### config.mk
export PLATFORM = sky130hd
export DESIGN_NAME = mcu_acc_core
export DESIGN_NICKNAME = d
export VERILOG_FILES = /design/src/rtl/mcu_acc_core.sv
export SDC_FILE = /design/constraint.sdc
export NUM_CORES = 1
export LEC_CHECK = 0
export CAP_MARGIN = 40
export CORE_MARGIN = 2
export CORE_UTILIZATION = 60
export DETAILED_ROUTE_END_ITERATION = 8
export GPL_TIMING_DRIVEN = 0
export HOLD_SLACK_MARGIN = 0.06
export PLACE_DENSITY = 0.89
export SETUP_SLACK_MARGIN = 0.02
export SYNTH_ARGS = -nofsm -noshare
export SYNTH_HDL_FRONTEND = slang
export SYNTH_SLANG_ARGS = --single-unit
### constraint.sdc
create_clock -name clock -period 9.2 [get_ports clock]
set_input_delay 0.92 -clock clock [delete_from_list [all_inputs] [get_ports clock]]
set_output_delay 0.92 -clock clock [all_outputs]
set_load 0.02 [all_outputs]
### src/rtl/mcu_acc_core.sv
// Multicycle accumulator MCU (fetch/decode/mem/halt) with a req/ack memory port.
// Defining MCU_ACC_IRQ_EN adds the irq port, EPC/ESW registers, IE control and IRET.
module mcu_acc_core #(
  parameter int DW = 16,
  parameter int AW = 12,
  parameter logic [AW-1:0] RESET_PC = '0,
  parameter logic [AW-1:0] IRQ_VEC = AW'('h010)
) (
  input  logic          clock,
  input  logic          reset,
  output logic          mem_req,
  output logic          mem_we,
  output logic [AW-1:0] mem_addr,
  output logic [DW-1:0] mem_wdata,
  input  logic [DW-1:0] mem_rdata,
  input  logic          mem_ack,
`ifdef MCU_ACC_IRQ_EN
  input  logic          irq,
`endif
  output logic          halted,
  output logic [AW-1:0] dbg_pc,
  output logic [DW-1:0] dbg_acc,
  output logic [3:0]    dbg_sw,
  output logic [1:0]    dbg_state
);

  localparam logic [1:0] S_FETCH  = 2'd0;
  localparam logic [1:0] S_DECODE = 2'd1;
  localparam logic [1:0] S_MEM    = 2'd2;
  localparam logic [1:0] S_HALT   = 2'd3;

  localparam logic [3:0] OP_LD  = 4'h0, OP_ADD = 4'h1, OP_JMP = 4'h2, OP_ST   = 4'h3;
  localparam logic [3:0] OP_CMP = 4'h4, OP_JEQ = 4'h5, OP_SUB = 4'h6, OP_AND  = 4'h7;
  localparam logic [3:0] OP_OR  = 4'h8, OP_XOR = 4'h9, OP_JLT = 4'hA, OP_LDI  = 4'hB;
  localparam logic [3:0] OP_JNE = 4'hC, OP_HALT = 4'hF;
`ifdef MCU_ACC_IRQ_EN
  localparam logic [3:0] OP_IRET = 4'hE;
`endif

  logic [1:0]    state;
  logic [AW-1:0] pc, pc_inc, dec_pc, cfield;
  logic [DW-1:0] acc, ir, ldi_val, alu_res;
  logic [DW:0]   alu_wide;
  logic [3:0]    op;
  logic [2:0]    dec_nzc;
  logic          flag_n, flag_z, flag_c, flag_ie;
  logic          is_mem_op, alu_wr;
  logic          unused_bits;

`ifdef MCU_ACC_IRQ_EN
  logic [AW-1:0] epc;
  logic [2:0]    esw;
`else
  assign flag_ie = 1'b0;
`endif

  assign op        = ir[DW-1:DW-4];
  assign cfield    = ir[AW-1:0];
  assign pc_inc    = pc + AW'(1);
  assign ldi_val   = {{(DW-AW){1'b0}}, cfield};
  assign is_mem_op = op inside {OP_LD, OP_ADD, OP_ST, OP_CMP, OP_SUB, OP_AND, OP_OR, OP_XOR};
  assign unused_bits = ^{ir, IRQ_VEC};

  // Next PC and flags for the single-cycle (non-memory) instructions.
  always_comb begin
    dec_pc  = pc;
    dec_nzc = {flag_n, flag_z, flag_c};
    case (op)
      OP_JMP: dec_pc = cfield;
      OP_JEQ: if (flag_z) dec_pc = cfield;
      OP_JLT: if (flag_n) dec_pc = cfield;
      OP_JNE: if (!flag_z) dec_pc = cfield;
      OP_LDI: dec_nzc = {ldi_val[DW-1], ldi_val == '0, flag_c};
`ifdef MCU_ACC_IRQ_EN
      OP_IRET: begin
        dec_pc  = epc;
        dec_nzc = esw;
      end
`endif
      default: ;
    endcase
  end

  always_comb begin
    alu_wide = '0;
    alu_res  = acc;
    alu_wr   = 1'b1;
    case (op)
      OP_LD:  alu_res = mem_rdata;
      OP_ADD: begin
        alu_wide = {1'b0, acc} + {1'b0, mem_rdata};
        alu_res  = alu_wide[DW-1:0];
      end
      OP_SUB: begin
        alu_wide = {1'b0, acc} - {1'b0, mem_rdata};
        alu_res  = alu_wide[DW-1:0];
      end
      OP_AND: alu_res = acc & mem_rdata;
      OP_OR:  alu_res = acc | mem_rdata;
      OP_XOR: alu_res = acc ^ mem_rdata;
      default: alu_wr = 1'b0;
    endcase
  end

  // Bus: mem_req high = request valid (we/addr/wdata held); mem_ack is the one-cycle ready.
  // The edge that sees mem_ack ends the access; req still high on the next cycle is a new access.
  always_ff @(posedge clock or negedge reset) begin
    if (!reset) begin
      state     <= S_FETCH;
      pc        <= RESET_PC;
      acc       <= '0;
      ir        <= '0;
      flag_n    <= 1'b0;
      flag_z    <= 1'b0;
      flag_c    <= 1'b0;
      mem_req   <= 1'b0;
      mem_we    <= 1'b0;
      mem_addr  <= '0;
      mem_wdata <= '0;
      halted    <= 1'b0;
`ifdef MCU_ACC_IRQ_EN
      epc       <= '0;
      esw       <= '0;
      flag_ie   <= 1'b0;
`endif
    end else begin
      case (state)
        S_FETCH: begin
          if (!mem_req) begin
            mem_req  <= 1'b1;
            mem_we   <= 1'b0;
            mem_addr <= pc;
          end else if (mem_ack) begin
            mem_req <= 1'b0;
            ir      <= mem_rdata;
            pc      <= pc_inc;
            state   <= S_DECODE;
          end
        end
        S_DECODE: begin
          if (is_mem_op) begin
            mem_req  <= 1'b1;
            mem_we   <= (op == OP_ST);
            mem_addr <= cfield;
            if (op == OP_ST) mem_wdata <= acc;
            state    <= S_MEM;
          end else if (op == OP_HALT) begin
            halted <= 1'b1;
            state  <= S_HALT;
          end else begin
            if (op == OP_LDI) acc <= ldi_val;
            {flag_n, flag_z, flag_c} <= dec_nzc;
            pc       <= dec_pc;
            mem_req  <= 1'b1;
            mem_we   <= 1'b0;
            mem_addr <= dec_pc;
            state    <= S_FETCH;
`ifdef MCU_ACC_IRQ_EN
            if (op == OP_IRET) flag_ie <= 1'b1;
            if (irq && flag_ie) begin
              epc      <= dec_pc;
              esw      <= dec_nzc;
              flag_ie  <= 1'b0;
              pc       <= IRQ_VEC;
              mem_addr <= IRQ_VEC;
            end
`endif
          end
        end
        S_MEM: begin
          if (mem_ack) begin
            if (alu_wr) begin
              acc    <= alu_res;
              flag_n <= alu_res[DW-1];
              flag_z <= (alu_res == '0);
            end
            if (op == OP_ADD || op == OP_SUB) flag_c <= alu_wide[DW];
            if (op == OP_CMP) begin
              flag_n <= (acc < mem_rdata);
              flag_z <= (acc == mem_rdata);
            end
            mem_req  <= 1'b1;
            mem_we   <= 1'b0;
            mem_addr <= pc;
            state    <= S_FETCH;
          end
        end
        S_HALT: begin
`ifdef MCU_ACC_IRQ_EN
          if (irq && flag_ie) begin
            epc      <= pc;
            esw      <= {flag_n, flag_z, flag_c};
            flag_ie  <= 1'b0;
            pc       <= IRQ_VEC;
            halted   <= 1'b0;
            mem_req  <= 1'b1;
            mem_we   <= 1'b0;
            mem_addr <= IRQ_VEC;
            state    <= S_FETCH;
          end
`endif
        end
        default: state <= S_FETCH;
      endcase
    end
  end

  assign dbg_pc    = pc;
  assign dbg_acc   = acc;
  assign dbg_sw    = {flag_n, flag_z, flag_c, flag_ie};
  assign dbg_state = state;

endmodule
==> qor.yml, run 1 <==
endpoint_kind: "flop"
final_layout_size_suffix_gt1_share_pct: 8.08
synth_seq_cells: 80
htree_levels: 3
hold_viol: 0
num_io_pins: 84
die_w_um: 110
synthDistinctLibCells: 78
slew-limit-headroom_pct: 48.0
synthCells: 841
clock_skew_ps: 14.2
final_common_cell: "nand2_1"
wl_per_cell_um: 22.7
dieArea_mm2: 0.0121
cts.sinks: 80
fill_cells: 855
syn_to_final_growth_pct: 18.0
tightest_slew_ps: 777
cts-root-buf: "clkbuf_8"
finalSetupTns_ps: 0
power.density_mw_per_mm2: 393
run_status: "finished clean"
rows: 38
rsz0062_at_grt: "no"
fin_crit_sh_pct: 46.9
final_cell_mix: "nand2_1 (90), a21oi_1 (85), clkdlybuf4s50_1 (81), dfrtp_1 (80), nor2_1 (65)"
synthesis.area_mm2: 0.00672
drt_iter0_drc: 1006
synth_fp_nets: 916
vias: 7354
fin_crit_ps: 4320
async_flop_share_pct: 100
grt.overflow.total: 0
ys_warn_count: 0
first_pass_iters: 7
synth-compound-area-share_pct: 28.7
synth_ff_type: "dfrtp_1"
grt_max_degree: 54
clk_latency_ps: 360
start_util_pct: 61.7
post_cts_buffers: 0
synth_area_per_cell_um2: 7.99
setup-violations-final: 0
vias_per_cell: 6.80
antenna_found_initial: 0
nets: 1011
drc: 0
postRouteAntennaNets: 0
rr_worst_depth: 12
drt-total-wl_um: 24600
synth_seq_area_share_pct: 29.8
cts_hold_buf: 0
synthAdderAreaFrac_pct: 10.7
core_mm2: 0.0109
drv_slew: 0
dieHeight_um: 110
yosys.area_share.simple_pct: 18.8
cp.arrival_ps: 4570
final_util_pct: 72.8
synth_top_family_by_area: "compound AO/OA/AOI/OAI gates"
yosys.area_share.xor_xnor_pct: 0.782
synth_top_cell_area_share_pct: 29.8
worstPathMaxFanout: 10
criticalPathCategory: "input pin to flop"
synth_edf_count: 0
cp.required_ps: 9450
regToRegSetupSlack_ps: 5430
crit_path_start_kind: "input pin"
cts_tree: "built"
grt_pass1_vias: 6873
antenna_cells: 0
cts_made_buffers: 9
grt_pass1_wl_um: 37800
cap_viol_max_count: 0
io_buffers: 82
hold_class: "input pin to asynchronous set/reset pin"
synthTopCellsByArea: "dfrtp_1 (30%), ha_1 (10%), a21oi_1 (6.3%), nand2_1 (5.0%), o21ai_0 (4.5%)"
track_usage_pct: 41.9
clk_path_buf_depth: 2
post-dp-hpwl_um: 18700
timing.fmax_mhz: 232
leakage_nw: 3.48
synthMuxAreaShare_pct: 3.80
path_clk_slew_ps: 90
gp_congestion: 1.01
synth_top_area_cell: "dfrtp_1"
ir_drop_mv: 0.285
ctsResizeCount: 0
[where the power goes]
part / switching (mW) / internal [mW]
Sequential: 0.194 / 0.501
Clock: 0.143 / 0.108
Combinational: 1.34 / 0.821
[flip-flops by register name, indices dropped and copies added (netlist names)]
name	flops
dbg_acc	16
ir	16
dbg_pc	12
mem_addr	12
mem_we	1
mem_req	1
halted	1
dbg_state	2
flag_z	1
flag_c	1
flag_n	1
mem_wdata	16
[path summary, 6_finish.rpt]
check | start | endpoint
max reg2reg | dbg_acc[7] | flag_n
min in group clock | mem_wdata[13] | mem_wdata[13]
max | mem_rdata[7] | flag_n
min | reset | dbg_pc[2]
min reg2reg | mem_wdata[13] | mem_wdata[13]
max in group asynchronous | reset | ir[6]
[per-stage QoR]
step / instances / hold WS (ps) / setup slack [ps] / power [mW] / area [µm²]
finish: 1081 / 481 / 4880 / 3.11 / 7930
global route: 1081 / 497 / 4780 / 3.29 / 7930
CTS: 1081 / 493 / 4990 / 3.03 / 7930
detailed placement: 1065 / 466 / 4610 / 2.77 / 7740
global placement: 1063 / 450 / 4430 / 2.72 / 7710
floorplan: 841 / 451 / 5810 / 2.03 / 6720
[area by class of cell]
cell class / count / area (µm²) / share of cell area [%]
Timing Repair Buffer: 84 / 851 / 10.7
Clock buffer: 11 / 141 / 1.78
Buffer: 56 / 290 / 3.66
Clock inverter: 5 / 40.0 / 0.505
Tap cell: 140 / 175 / 2.21
Multi-Input combinational cell: 650 / 4220 / 53.2
Sequential cell: 80 / 2000 / 25.3
Inverter: 55 / 206 / 2.60
[synthesized netlist by cell type, types with 20 or more instances]
cell / count
nand2_1: 90
a21oi_1: 85
dfrtp_1: 80
nor2_1: 65
o21ai_0: 60
ha_1: 54
inv_1: 54
clkbuf_1: 26
mux2i_1: 21
o22ai_1: 21
nand3_1: 20
nor3_1: 20
[per-layer routing]
| layer | global-route usage [%] | part of all wire (%) |
|---|---|---|
| met4 | 19.3 | 4.9 |
| met2 | 65.3 | 45 |
| met3 | 10.5 | 12 |
| met5 | 0 | 0 |
| met1 | 54.6 | 38 |
[critical path, stage by stage]
cell and delay [ps]:
clkdlybuf4s50_1 550, inv_1 130, ha_1 300, buf_2 180, or2_2 320, nor4_1 430
o211ai_1 270, a31oi_1 390, or3_1 170, a21oi_1 70, o32ai_2 400, a211oi_1 160
mux2_2 290
[kinds of logic (layout without fill, tap and decap cells)]
kind of cell	Yosys count	count (layout)
AO/OA/AOI/OAI	297	297
XOR/XNOR	6	6
buffers and inverters	111	211
multiplexers	25	25
other	1	1
flip-flops	80	80
adder cells (fa/ha/maj)	56	56
AND/OR/NAND/NOR	265	265
(Power assumes the default switching activity.)
==> inputs of run 2 (changes only) <==
CORE_UTILIZATION = 52   (was 60)
PLACE_DENSITY = 0.82   (was 0.89)
clock period = 3.9 ns   (was 9.2 ns; I/O delays follow)
==> run 2 against run 1 <==
- via count decreased by 3.4%
- sequential cell count unchanged
- design area increased by 2.2%
- setup slack got worse by 4700 ps
- wire length decreased by 6.5%
- sequential share of layout area decreased by 0.55 points
- highest routed layer unchanged
==> qor.yml, run 2 (synthesized netlist as in run 1, its figures left out) <==
internal-power_mw: 3.70
hold_viol: 0
grt_max_degree: 44
busiest_layer: "met2"
ir_drop_mv: 0.358
final_util_pct: 64.2
post-dp-hpwl_um: 17600
hold_class: "flop to flop"
path_clk_slew_ps: 60
p_seq_share_pct: 21.8
nets: 1012
cts-root-buf: "clkbuf_16"
fill_cells: 1138
place_inst: 1097
track_usage_pct: 33.5
cts_hold_buf: 1
post_cts_buffers: 0
start_util_pct: 53.2
p_comb_share_pct: 66.2
cp.required_ps: 4120
fin_crit_sh_pct: 94.7
ctsResizeCount: 0
clock_skew_ps: 4.76
grt_pass1_wl_um: 36800
final_cell_mix: "nand2_1 (90), a21oi_1 (85), clkdlybuf4s50_1 (81), dfrtp_1 (80), nor2_1 (65)"
worstPathCellList: "clkdlybuf4s50_1, inv_1, ha_1, buf_2, or2_2, nor4_1, o211ai_1, a31oi_1, or3_1, a21oi_1, o32ai_2, a211oi_1, mux2_2"
wl_per_cell_um: 20.6
power.density_mw_per_mm2: 927
gr-usage-met2_pct: 51.7
met1_usage_pct: 46.3
run_status: "finished clean"
drt_iter0_drc: 921
cts.sinks: 80
vias: 7104
grt_pass1_vias: 6728
min_path_cells: 1
drv_slew: 0
leakage_nw: 3.54
dieHeight_um: 118
final_layout_size_suffix_gt1_share_pct: 7.86
r2r_end: "flag_n"
setup-violations-final: 0
clk_latency_ps: 330
fin_crit_ps: 3690
grt.overflow.total: 0
clk_path_buf_depth: 2
hold_path_startpoint: "halted"
grt_util_met3_pct: 5.86
drt-total-wl_um: 23000
syn_to_final_growth_pct: 20.6
antenna_found_initial: 0
regArea_mm2: 0.00200
htree_levels: 3
crit_path_start_kind: "input pin"
vias_per_cell: 6.38
num_io_pins: 84
rr_startpoint: "dbg_acc[7]"
rr_worst_depth: 12
slew-limit-headroom_pct: 31.0
cap_viol_max_count: 0
postRouteAntennaNets: 0
holdPathEnd: "halted"
max_stage_delay_ps: 570
worstPathMaxFanout: 10
power.switching_mw: 3.81
core_mm2: 0.0126
rows: 41
first_pass_iters: 5
layoutNonFillerInstCount: 1114
clkPwrFrac_pct: 12.0
cts_tree: "built"
antenna_cells: 0
criticalPathCategory: "input pin to flop"
cts_made_buffers: 9
timing.fmax_mhz: 271
switching_share_pct: 50.8
tightest_slew_ps: 1030
drc: 0
dieArea_mm2: 0.0138
regToRegSetupSlack_ps: 330
rsz0062_at_grt: "no"
endpoint_kind: "flop"
cp.arrival_ps: 3920
gp_congestion: 1.04
die_w_um: 118
multiInputGateArea_mm2: 0.00422
crit_path_top_delay_cell: "clkdlybuf4s50_1"
final_common_cell: "nand2_1"
io_buffers: 82
[run 2: area by class of cell]
type,instances,share of cell area [%]
Multi-Input combinational cell,650,52.1
Sequential cell,80,24.7
Timing Repair Buffer,85,10.5
Buffer,56,3.58
Clock buffer,13,3.09
Tap cell,172,2.66
Inverter,55,2.55
Clock inverter,3,0.803
[run 2: worst max-delay path by stage]
stage                      start      to  slack (ps)
detailed placement  mem_rdata[7]  flag_n         -10
global route        mem_rdata[7]  flag_n         120
global placement           reset  flag_c        -350
finish              mem_rdata[7]  flag_n         210
floorplan             dbg_acc[1]  flag_z         870
CTS                 mem_rdata[7]  flag_n         320
[run 2: through the flow]
| step | hold WS [ps] | total power, mW | setup slack, ps | TNS [ps] | instance area [µm²] |
|---|---|---|---|---|---|
| after floorplan | 94.4 | 4.79 | 866 | 0 | 6720 |
| after global placement | 449 | 6.37 | -353 | -27890 | 7750 |
| after detailed placement | 394 | 6.45 | -14.5 | -14.5 | 7780 |
| after CTS | 478 | 7.38 | 315 | 0 | 8100 |
| after global routing | 511 | 8.00 | 123 | 0 | 8100 |
| final | 477 | 7.51 | 207 | 0 | 8100 |
[run 2: power groups by stage]
stage / logic [mW] / registers, mW / clock network [mW]
after floorplan: 3.01 / 1.78 / 0
after global placement: 4.75 / 1.62 / 0
after detailed placement: 4.83 / 1.62 / 0
after CTS: 4.86 / 1.61 / 0.911
after global routing: 5.37 / 1.67 / 0.953
final: 4.97 / 1.64 / 0.902
[run 2: critical path: cells and delay by family]
kind                     cells  cell delay [ps]
AO/OA/AOI/OAI                5             1170
adder cells (fa/ha/maj)      1              310
buffers and inverters        3              880
multiplexers                 1              290
AND/OR/NAND/NOR              3              870
[run 2: routing by layer]
metal	up-vias	share of wire (%)
met3	67	11
li1	3234	-
met2	483	44
met4	0	4.0
met1	3320	41
met5	-	0
==> inputs of run 3 (changes only) <==
CORE_UTILIZATION = 57   (was 52)
MAX_ROUTING_LAYER = met4   (was unset)
PLACE_DENSITY = 0.86   (was 0.82)
clock period = 4 ns   (was 3.9 ns; I/O delays follow)
==> run 3 against run 2 <==
- non-clock buffer count unchanged
- clock skew up 1.1 ps
- sequential share of layout area grew 0.13 points
- register-to-register slack lost 130 ps
- clock-buffer cell count is 4 lower
- setup slack got worse by 98 ps
- hold slack improved by 1.9 ps
- design area decreased by 0.54%
- clock power decreased by 2.9%
- largest power group unchanged
==> qor.yml, run 3 (synthesized netlist as in run 1, its figures left out) <==
run_status: "finished clean"
min_path_cells: 1
first_pass_iters: 6
rr_startpoint: "dbg_acc[7]"
ir_drop_mv: 0.741
cts_made_buffers: 9
path_clk_slew_ps: 70
clk_latency_ps: 350
gp_congestion: 1.00
cts.sinks: 80
slew-limit-headroom_pct: 43.6
endpoint_kind: "flop"
antenna_found_initial: 0
fin_area_mm2: 0.00806
cap_viol_max_count: 0
r2r_end: "flag_n"
io_buffers: 82
grt_max_degree: 46
grt_pass1_wl_um: 36900
drt_iter0_drc: 974
rr_worst_depth: 12
die_w_um: 113
drv_slew: 0
fin_crit_sh_pct: 97.3
crit_path_start_kind: "input pin"
layoutNonFillerInstCount: 1085
grt_pass1_vias: 6607
fin_ws_ps: 109
pre_cts_slack_ps: -129
power.density_mw_per_mm2: 920
cts-root-buf: "clkbuf_16"
postRouteAntennaNets: 0
htree_levels: 3
core_mm2: 0.0115
drt-total-wl_um: 23900
rows: 39
vias: 7176
vias_per_cell: 6.61
worstPathMaxFanout: 10
drc: 0
hold_viol: 0
final_layout_size_suffix_gt1_share_pct: 8.17
cp.required_ps: 4230
wl_per_cell_um: 22.1
antenna_cells: 0
syn_to_final_growth_pct: 19.9
clk_path_buf_depth: 2
timing.fmax_mhz: 257
finalPower_mw: 7.41
hold_class: "flop to flop"
placed_area_mm2: 0.00774
post-dp-hpwl_um: 18200
fin_crit_ps: 3890
grt.overflow.total: 0
holdPathEnd: "halted"
place_inst: 1068
criticalPathCategory: "input pin to flop"
regToRegSetupSlack_ps: 200
nets: 1012
dieHeight_um: 113
finalHoldWorstSlack_ps: 479
tightest_slew_ps: 840
post_cts_buffers: 0
start_util_pct: 58.6
cts_tree: "built"
setup-violations-final: 0
hold_path_startpoint: "halted"
dieArea_mm2: 0.0127
fill_cells: 941
finalSetupTns_ps: 0
final_common_cell: "nand2_1"
final_cell_mix: "nand2_1 (90), a21oi_1 (85), clkdlybuf4s50_1 (81), dfrtp_1 (80), nor2_1 (65)"
track_usage_pct: 38.7
clock_skew_ps: 5.82
final_util_pct: 70.3
leakage_nw: 3.53
cp.arrival_ps: 4120
num_io_pins: 84
rsz0062_at_grt: "no"
==> run 3: routing by layer <==
layer	GRT usage, %	routed length (µm)
met5	-	0
met4	13.7	881
met3	9.77	2840
met2	58.4	10700
met1	50.8	9520
==> run 3: worst max-delay path by stage <==
stage	cells after the start	slack [ps]	end	startpoint
floorplan	11	970	flag_z	dbg_acc[1]
global placement	1	-260	flag_c	reset
detailed placement	13	-130	flag_n	mem_rdata[7]
CTS	13	230	flag_n	mem_rdata[7]
global route	13	30	flag_n	mem_rdata[7]
finish	13	110	flag_n	mem_rdata[7]
==> run 3: area by class of cell <==
type	instances	area [µm²]	share of cell area [%]
flip-flops and latches	80	2000	24.8
well taps	143	179	2.22
clock inverters	7	82.6	1.02
plain buffers	56	290	3.60
clock buffers	9	225	2.80
repair buffers	85	853	10.6
inverters	55	206	2.56
multi-input cells	650	4220	52.4
==> run 3: report_power, final <==
group / internal [mW] / leakage, nW / switching, mW / total [mW]
clock network: 0.495 / 0.145 / 0.381 / 0.876
logic: 1.89 / 2.36 / 3.04 / 4.93
registers: 1.15 / 1.02 / 0.448 / 1.60
==> run 3: timing repair <==
action	4_1_cts	5_1_grt
hold buffers	1	0
resized for setup	0	0
hold endpoints to repair	35	0
==> run 3: critical path, stage by stage <==
cell	delay [ps]
clkdlybuf4s50_1	550
inv_1	130
ha_1	300
buf_2	180
or2_2	330
nor4_1	470
o211ai_1	290
a31oi_1	370
or3_1	160
a21oi_1	70
o32ai_2	390
a211oi_1	170
mux2_2	300
